`src/rtl/tlp_play_pkg.sv`:
```
// tlp_play_pkg: register map, CTRL bit positions, table entry width and
// playback FSM state type shared by the TLP playback generator files.
package tlp_play_pkg;

  localparam logic [11:0] CTRL_ADDR  = 12'h000;
  localparam logic [11:0] LEN_ADDR   = 12'h004;
  localparam logic [11:0] FLAGS_BASE = 12'h400;
  localparam logic [11:0] DATA_BASE  = 12'h800;

  localparam int CTRL_START = 0;
  localparam int CTRL_LOOP  = 1;
  localparam int CTRL_STOP  = 2;

  // Table entry layout: [65] eop, [64] sop, [63:32] data hi, [31:0] data lo.
  localparam int ENTRY_W = 66;

  typedef enum logic [1:0] {
    IDLE,
    PRIME,
    RUN
  } play_state_t;

endpackage

```
`src/rtl/tlp_play_ram.sv`:
```
// tlp_play_ram: simple dual-port table RAM, DEPTH x 66 bits, one write port
// with separate lane enables for data lo, data hi and flags, one synchronous
// read port.
module tlp_play_ram
  import tlp_play_pkg::*;
#(
  parameter int DEPTH = 64,
  parameter int AW    = $clog2(DEPTH)
) (
  input  logic               clk,
  input  logic               we_lo,
  input  logic               we_hi,
  input  logic               we_flg,
  input  logic [AW-1:0]      wr_addr,
  input  logic [ENTRY_W-1:0] wr_data,
  input  logic [AW-1:0]      rd_addr,
  output logic [ENTRY_W-1:0] rd_data
);

  logic [ENTRY_W-1:0] mem [DEPTH];

  // Lane-masked write and registered read.
  always_ff @(posedge clk) begin
    if (we_lo)  mem[wr_addr][31:0]  <= wr_data[31:0];
    if (we_hi)  mem[wr_addr][63:32] <= wr_data[63:32];
    if (we_flg) mem[wr_addr][65:64] <= wr_data[65:64];
    rd_data <= mem[rd_addr];
  end

endmodule

```
`src/rtl/tlp_play_gen.sv`:
```
// tlp_play_gen: replays a software-loaded table of 64-bit beats with SOP/EOP
// flags onto an Avalon-ST style source, once or continuously.
// Optional feature macro: TLP_PLAY_STATS_EN (accepted-EOP counter on tlp_cnt;
// when undefined tlp_cnt is tied to zero).
module tlp_play_gen
  import tlp_play_pkg::*;
#(
  parameter int DEPTH = 64,
  parameter int AW    = $clog2(DEPTH)
) (
  input  logic        trn_clk,
  input  logic        trn_rst,
  input  logic        ip_wreq,
  input  logic [11:0] ip_wraddr,
  input  logic [31:0] ip_wrdata,
  input  logic        st_ready0,
  output logic        st_valid0,
  output logic        st_sop0,
  output logic        st_eop0,
  output logic [63:0] st_data0,
  output logic        busy,
  output logic        done,
  output logic        cfg_err,
  output logic [15:0] tlp_cnt
);

  play_state_t state, state_nx;

  logic [AW-1:0]      ptr;
  logic [AW:0]        len;
  logic               loop_r;
  logic               stop_pend;

  logic [AW-1:0]      rd_addr;
  logic [ENTRY_W-1:0] rd_q;

  logic               ctrl_wr, start_wr, stop_wr, len_wr, len_bad;
  logic               hs, finish, accept, reject;
  logic [AW:0]        inc1, inc2;
  logic [AW-1:0]      p1, p2;

  // Table write decode
  logic [7:0]         flg_idx, dat_idx;
  logic               flg_hit, dat_hit, tab_wr_ok;
  logic [AW-1:0]      wr_addr;

  assign flg_idx   = ip_wraddr[9:2];
  assign dat_idx   = ip_wraddr[10:3];
  assign flg_hit   = (ip_wraddr[11:10] == FLAGS_BASE[11:10]) && (ip_wraddr[1:0] == 2'b00)
                     && ({1'b0, flg_idx} < 9'(DEPTH));
  assign dat_hit   = (ip_wraddr[11] == DATA_BASE[11]) && (ip_wraddr[1:0] == 2'b00)
                     && ({1'b0, dat_idx} < 9'(DEPTH));
  assign tab_wr_ok = ip_wreq && !busy;
  assign wr_addr   = flg_hit ? flg_idx[AW-1:0] : dat_idx[AW-1:0];

  tlp_play_ram #(
    .DEPTH (DEPTH),
    .AW    (AW)
  ) u_ram (
    .clk     (trn_clk),
    .we_lo   (tab_wr_ok && dat_hit && !ip_wraddr[2]),
    .we_hi   (tab_wr_ok && dat_hit &&  ip_wraddr[2]),
    .we_flg  (tab_wr_ok && flg_hit),
    .wr_addr (wr_addr),
    .wr_data ({ip_wrdata[1:0], ip_wrdata, ip_wrdata}),
    .rd_addr (rd_addr),
    .rd_data (rd_q)
  );

  assign ctrl_wr  = ip_wreq && (ip_wraddr == CTRL_ADDR);
  assign start_wr = ctrl_wr && ip_wrdata[CTRL_START];
  assign stop_wr  = ctrl_wr && ip_wrdata[CTRL_STOP];
  assign len_wr   = ip_wreq && (ip_wraddr == LEN_ADDR) && !busy;
  assign len_bad  = (len == '0) || (len > (AW+1)'(DEPTH));
  assign busy     = (state != IDLE);
  assign hs       = st_valid0 && st_ready0;

  // Modulo-LEN successors of ptr; p2 derived from p1 so LEN=1 also wraps right.
  always_comb begin
    inc1 = {1'b0, ptr} + (AW+1)'(1);
    p1   = (inc1 >= len) ? '0 : inc1[AW-1:0];
    inc2 = {1'b0, p1} + (AW+1)'(1);
    p2   = (inc2 >= len) ? '0 : inc2[AW-1:0];
  end

  // A handshake ends playback on an EOP once stop is pending, or at the last
  // entry unless looping without a pending stop.
  assign finish = hs && ((stop_pend && st_eop0) ||
                         ((inc1 == len) && !(loop_r && !stop_pend)));

  // State register.
  always_ff @(posedge trn_clk or posedge trn_rst) begin
    if (trn_rst) state <= IDLE;
    else         state <= state_nx;
  end

  // Next-state, start qualification and prefetch address.
  always_comb begin
    state_nx = state;
    accept   = 1'b0;
    reject   = 1'b0;
    rd_addr  = '0;
    unique case (state)
      IDLE: begin
        if (start_wr) begin
          if (len_bad) reject = 1'b1;
          else begin
            accept   = 1'b1;
            state_nx = PRIME;
          end
        end
      end
      PRIME: begin
        rd_addr  = p1;
        state_nx = RUN;
      end
      RUN: begin
        rd_addr = hs ? p2 : p1;
        if (finish) state_nx = IDLE;
      end
      default: state_nx = IDLE;
    endcase
  end

  // Control registers, pointer, status pulses and the output beat register.
  always_ff @(posedge trn_clk or posedge trn_rst) begin
    if (trn_rst) begin
      ptr       <= '0;
      len       <= '0;
      loop_r    <= 1'b0;
      stop_pend <= 1'b0;
      done      <= 1'b0;
      cfg_err   <= 1'b0;
      st_valid0 <= 1'b0;
      st_sop0   <= 1'b0;
      st_eop0   <= 1'b0;
      st_data0  <= '0;
    end else begin
      done    <= (state == RUN) && finish;
      cfg_err <= reject;
      if (ctrl_wr) loop_r <= ip_wrdata[CTRL_LOOP];
      if (len_wr)  len    <= ip_wrdata[AW:0];

      if (accept || finish)    stop_pend <= 1'b0;
      else if (stop_wr && busy) stop_pend <= 1'b1;

      if (accept) ptr <= '0;
      else if ((state == RUN) && hs && !finish) ptr <= p1;

      if ((state == PRIME) || ((state == RUN) && hs && !finish)) begin
        st_valid0 <= 1'b1;
        st_eop0   <= rd_q[65];
        st_sop0   <= rd_q[64];
        st_data0  <= rd_q[63:0];
      end else if ((state == RUN) && finish) begin
        st_valid0 <= 1'b0;
        st_eop0   <= 1'b0;
        st_sop0   <= 1'b0;
        st_data0  <= '0;
      end
    end
  end

`ifdef TLP_PLAY_STATS_EN
  // Accepted-EOP counter, cleared by an accepted start.
  always_ff @(posedge trn_clk or posedge trn_rst) begin
    if (trn_rst)               tlp_cnt <= '0;
    else if (accept)           tlp_cnt <= '0;
    else if (hs && st_eop0)    tlp_cnt <= tlp_cnt + 16'd1;
  end
`else
  assign tlp_cnt = '0;
`endif

endmodule

```
`config.mk`:
```
export PLATFORM = sky130hd
export DESIGN_NAME = tlp_play_gen
export DESIGN_NICKNAME = d
export VERILOG_FILES = /design/src/rtl/tlp_play_pkg.sv /design/src/rtl/tlp_play_ram.sv /design/src/rtl/tlp_play_gen.sv
export SDC_FILE = /design/constraint.sdc
export NUM_CORES = 2
export LEC_CHECK = 0
export CAP_MARGIN = 20
export CORE_UTILIZATION = 30
export CTS_CLUSTER_SIZE = 40
export DETAILED_ROUTE_END_ITERATION = 8
export PLACE_DENSITY = 0.42
export SETUP_SLACK_MARGIN = 0.1
export SLEW_MARGIN = 5
export SYNTH_ARGS = -nofsm -noshare
export SYNTH_HDL_FRONTEND = slang
export SYNTH_HIERARCHICAL = 1
export SYNTH_MEMORY_MAX_BITS = 65536
export SYNTH_SLANG_ARGS = --single-unit
```
`constraint.sdc`:
```
create_clock -name trn_clk -period 7.5 [get_ports trn_clk]
set_input_delay 1.875 -clock trn_clk [delete_from_list [all_inputs] [get_ports trn_clk]]
set_output_delay 1.875 -clock trn_clk [all_outputs]
set_load 0.005 [all_outputs]
```
==> results.json <==
{
  "status": "finished, final reports clean",
  "mostFrequentLayoutCells": "edfxtp_1 (4,224), mux4_2 (1,055), buf_4 (550), clkbuf_16 (475), a22oi_1 (259)",
  "synth_warnings": 6,
  "grt_pass1_wl_mm": 721.9,
  "initial_core_util_pct": 30.15,
  "fin_skew_ns": 0.06507,
  "synth_cell_types": 69,
  "hold_viol": 0,
  "grt_max_degree": 163,
  "startpoint": "ptr[0]$_DFFE_PP0P_",
  "peakVddDrop_uv": 194.5,
  "cts.path.max_buffers": 4,
  "required_ns": 8.36,
  "crit_type": "flip-flop to flip-flop",
  "dominantRegCellSynth": "edfxtp_1",
  "r2r_cells": 27,
  "synthArstFlopShare_pct": 1.965,
  "total_leakage_power_nw": 59.13,
  "worst_pin_slew_ns": 1.144,
  "setup_violations": 0,
  "cts_buffers": 466,
  "cts.sinks": 4376,
  "viasPerCell": 5.184,
  "syn_inst": 7273,
  "grt_antenna_before_repair": 60,
  "r2r_setup_slack_ns": 0.37,
  "placedCellCount": 14880,
  "gp_congestion": 0.7892,
  "min_period_ns": 7.129,
  "core_area_sq_um": 548900,
  "die_area_sq_um": 554700,
  "drv_cap": 0,
  "regToRegStartpoint": "ptr[0]$_DFFE_PP0P_",
  "worst_setup_path_end_kind": "flip-flop",
  "io_pins": 134,
  "met1Wirelength_mm": 239.7,
  "die_w_um": 744.8,
  "path_clk_slew_ns": 0.06,
  "netlist_area_sq_um": 165500,
  "slew_headroom_pct": 23.74,
  "drc": 0,
  "cts-hold-fix-buffers": 0,
  "yosysSeqAreaShare_pct": 78.73,
  "fin_nets": 8159,
  "fin_tns_setup_ns": 0,
  "grt_pass1_vias": 83720,
  "wl_met3_mm": 32.20,
  "post-route-period-util_pct": 95.05,
  "die_y_um": 744.8,
  "final_common_cell": "edfxtp_1",
  "overflow": 0,
  "drive_above_1_share_pct": 30.45,
  "syn-mean-instance-area_sq_um": 22.76,
  "wl_mm": 528.1,
  "h-tree-depth": 5,
  "io_buffers": 117,
  "rows": 272,
  "clock-root-buffer": "clkbuf_16",
  "start_kind": "flip-flop",
  "slew_violations": 0,
  "critical_path_arrival_ns": 7.99,
  "r2r-end": "u_ram/rd_data[0]$_DFF_P_",
  "route.top_layer_used": "met5",
  "route.met2.wl_mm": 245.9,
  "pwr_density_cell_nw_per_um2": 253.0,
  "final_cells": 15780,
  "ys_seq_elements": 4376,
  "first_iter_violations": 8566,
  "vias": 81810,
  "cp_max_fo": 14,
  "areaGrowthSynthToFinish_pct": 18.51,
  "routedWlPerCell_um": 33.47,
  "drt-pass1-iter-count": 5,
  "ant_nets": 0,
  "cts_tree": "built",
  "rsz0062_at_grt": "no",
  "track_usage_pct": 18.75,
  "dp_hpwl_mm": 323.6,
  "clock_latency_ns": 1.03,
  "min_path_type": "flip-flop to flip-flop",
  "worstSetupEndpoint": "u_ram/rd_data[0]$_DFF_P_",
  "synth_edf_count": 4224,
  "p_total_mw": 49.63,
  "fmax_ghz": 0.1403
}
[final cells by class]
| cell class | count | area (sq um) |
|---|---|---|
| clock buffer | 626 | 12690 |
| antenna | 36 | 90.09 |
| fill | 50350 | 352800 |
| tap | 7261 | 9085 |
| sequential | 4376 | 130300 |
| inverter | 17 | 68.82 |
| clock inverter | 235 | 1914 |
| multi-input combinational | 2455 | 34350 |
| timing repair buffer | 775 | 7655 |
[worst min path at each step]
stage / startpoint / endpoint / slack [ns] / depth (start not counted)
after floorplan: u_ram/rd_data[18]$_DFF_P_ / st_data0[18]$_DFFE_PP0P_ / 0.43 / 1
after global placement: u_ram/rd_data[35]$_DFF_P_ / st_data0[35]$_DFFE_PP0P_ / 0.44 / 1
after detailed placement: u_ram/rd_data[35]$_DFF_P_ / st_data0[35]$_DFFE_PP0P_ / 0.45 / 1
after CTS: u_ram/rd_data[43]$_DFF_P_ / st_data0[43]$_DFFE_PP0P_ / 0.43 / 1
after global routing: u_ram/rd_data[43]$_DFF_P_ / st_data0[43]$_DFFE_PP0P_ / 0.45 / 1
final: u_ram/rd_data[43]$_DFF_P_ / st_data0[43]$_DFFE_PP0P_ / 0.44 / 1
[cell families (layout without fill, tap and decap cells)]
logic type	count (synthesis)	after routing	synth area share [%]
adder cells (fa/ha/maj)	20	20	0.1512
other	1	52	0.002266
buffers and inverters	457	1653	1.298
AO/OA/AOI/OAI	715	715	3.309
flip-flops	4376	4376	78.73
XOR/XNOR	10	10	0.05292
multiplexers	1161	1161	15.00
AND/OR/NAND/NOR	533	533	1.457
[Yosys cell counts, types with 3 or more instances]
cell type | count | area, sq um
buf_2 | 212 | 1061
a22o_1 | 67 | 586.8
o21ai_0 | 13 | 65.06
nor3_1 | 6 | 30.03
clkbuf_1 | 158 | 593.1
dfrtp_1 | 86 | 2152
or2_2 | 6 | 37.54
nand3_1 | 142 | 710.7
a21oi_1 | 35 | 175.2
buf_4 | 40 | 300.3
buf_1 | 26 | 97.59
nand3b_1 | 4 | 30.03
inv_1 | 16 | 60.06
o211a_1 | 67 | 670.6
dfxtp_1 | 66 | 1321
nor2_1 | 254 | 953.4
o221ai_1 | 66 | 578.1
or3_1 | 4 | 25.02
mux2i_1 | 97 | 970.9
o21a_1 | 7 | 52.55
nor2b_1 | 7 | 43.79
a22oi_1 | 266 | 1997
nor3b_1 | 3 | 22.52
and2_1 | 7 | 43.79
a211oi_1 | 68 | 510.5
o22ai_1 | 103 | 644.4
edfxtp_1 | 4224 | 126800
a31oi_1 | 4 | 25.02
or3b_2 | 5 | 43.79
ha_1 | 20 | 250.2
nor4_1 | 3 | 18.77
nand2_1 | 63 | 236.5
and3_1 | 7 | 43.79
nand2b_1 | 7 | 43.79
nand4b_1 | 3 | 26.28
mux4_2 | 1055 | 23760
xnor2_1 | 8 | 70.07
mux2_2 | 9 | 101.4
[worst max-delay path, stage by stage, from the launching register on]
cell and delay [ns]:
dfrtp_2 0.46, nand3_1 0.20, nor2_1 0.24, xnor2_2 0.20, inv_1 0.15, ha_1 0.32
and3_4 0.22, a221o_1 0.41, a31oi_2 0.21, and2_1 0.21, ha_1 0.21, buf_4 0.15
a31oi_1 0.16, xnor2_1 0.20, nor2_1 0.08, ha_1 0.19, a21o_1 0.16, a211oi_2 0.29
o21ai_0 0.17, mux2i_1 0.16, and2_4 0.31, buf_12 0.24, buf_12 0.21, buf_4 0.20
mux4_2 0.50, a22oi_1 0.56, nand3_1 0.28, o211a_1 0.25
[through the flow]
| step | area (sq um) | utilization, % | hold WS [ns] | setup slack, ns |
|---|---|---|---|---|
| floorplan | 165600 | - | 0.4327 | 1.448 |
| CTS | 195900 | 35.68 | 0.4327 | 0.1074 |
| detailed placement | 181200 | 33.01 | 0.4463 | -0.09624 |
| global placement | 181100 | 32.99 | 0.4419 | -0.4971 |
| global route | 196100 | 35.72 | 0.4537 | 0.09519 |
| finish | 196200 | 35.74 | 0.4429 | 0.3710 |
[layer usage]
layer	vias up	GRT usage, %
li1	32900	-
met1	45790	27.47
met2	2547	29.61
met3	554	3.043
met4	8	3.726
met5	-	0
[state kept, by name, summed over array words and instances (netlist names)]
| register | flops |
|---|---|
| st_data0 | 64 |
| ptr | 6 |
| u_ram/mem | 4224 |
| state | 2 |
| st_valid0 | 1 |
| st_eop0 | 1 |
| stop_pend | 1 |
| u_ram/rd_data | 66 |
| st_sop0 | 1 |
| cfg_err | 1 |
| loop_r | 1 |
| len | 7 |
| done | 1 |
[power breakdown]
part | internal (mW) | total, mW | switching (mW)
combinational | 0.0469 | 0.606 | 0.559
sequential | 26.8 | 26.8 | 0.00105
clock | 12.6 | 22.2 | 9.62
total | 39.4 | 49.6 | 10.2
[what timing repair did]
item                                    4_1_cts  5_1_grt
buffers inserted                              0        4
endpoints found under the setup margin       11       64
resized for setup                             4       31
pin swaps                                     0        1
cloned                                        1        1
Power figures use the tool's default switching activity.
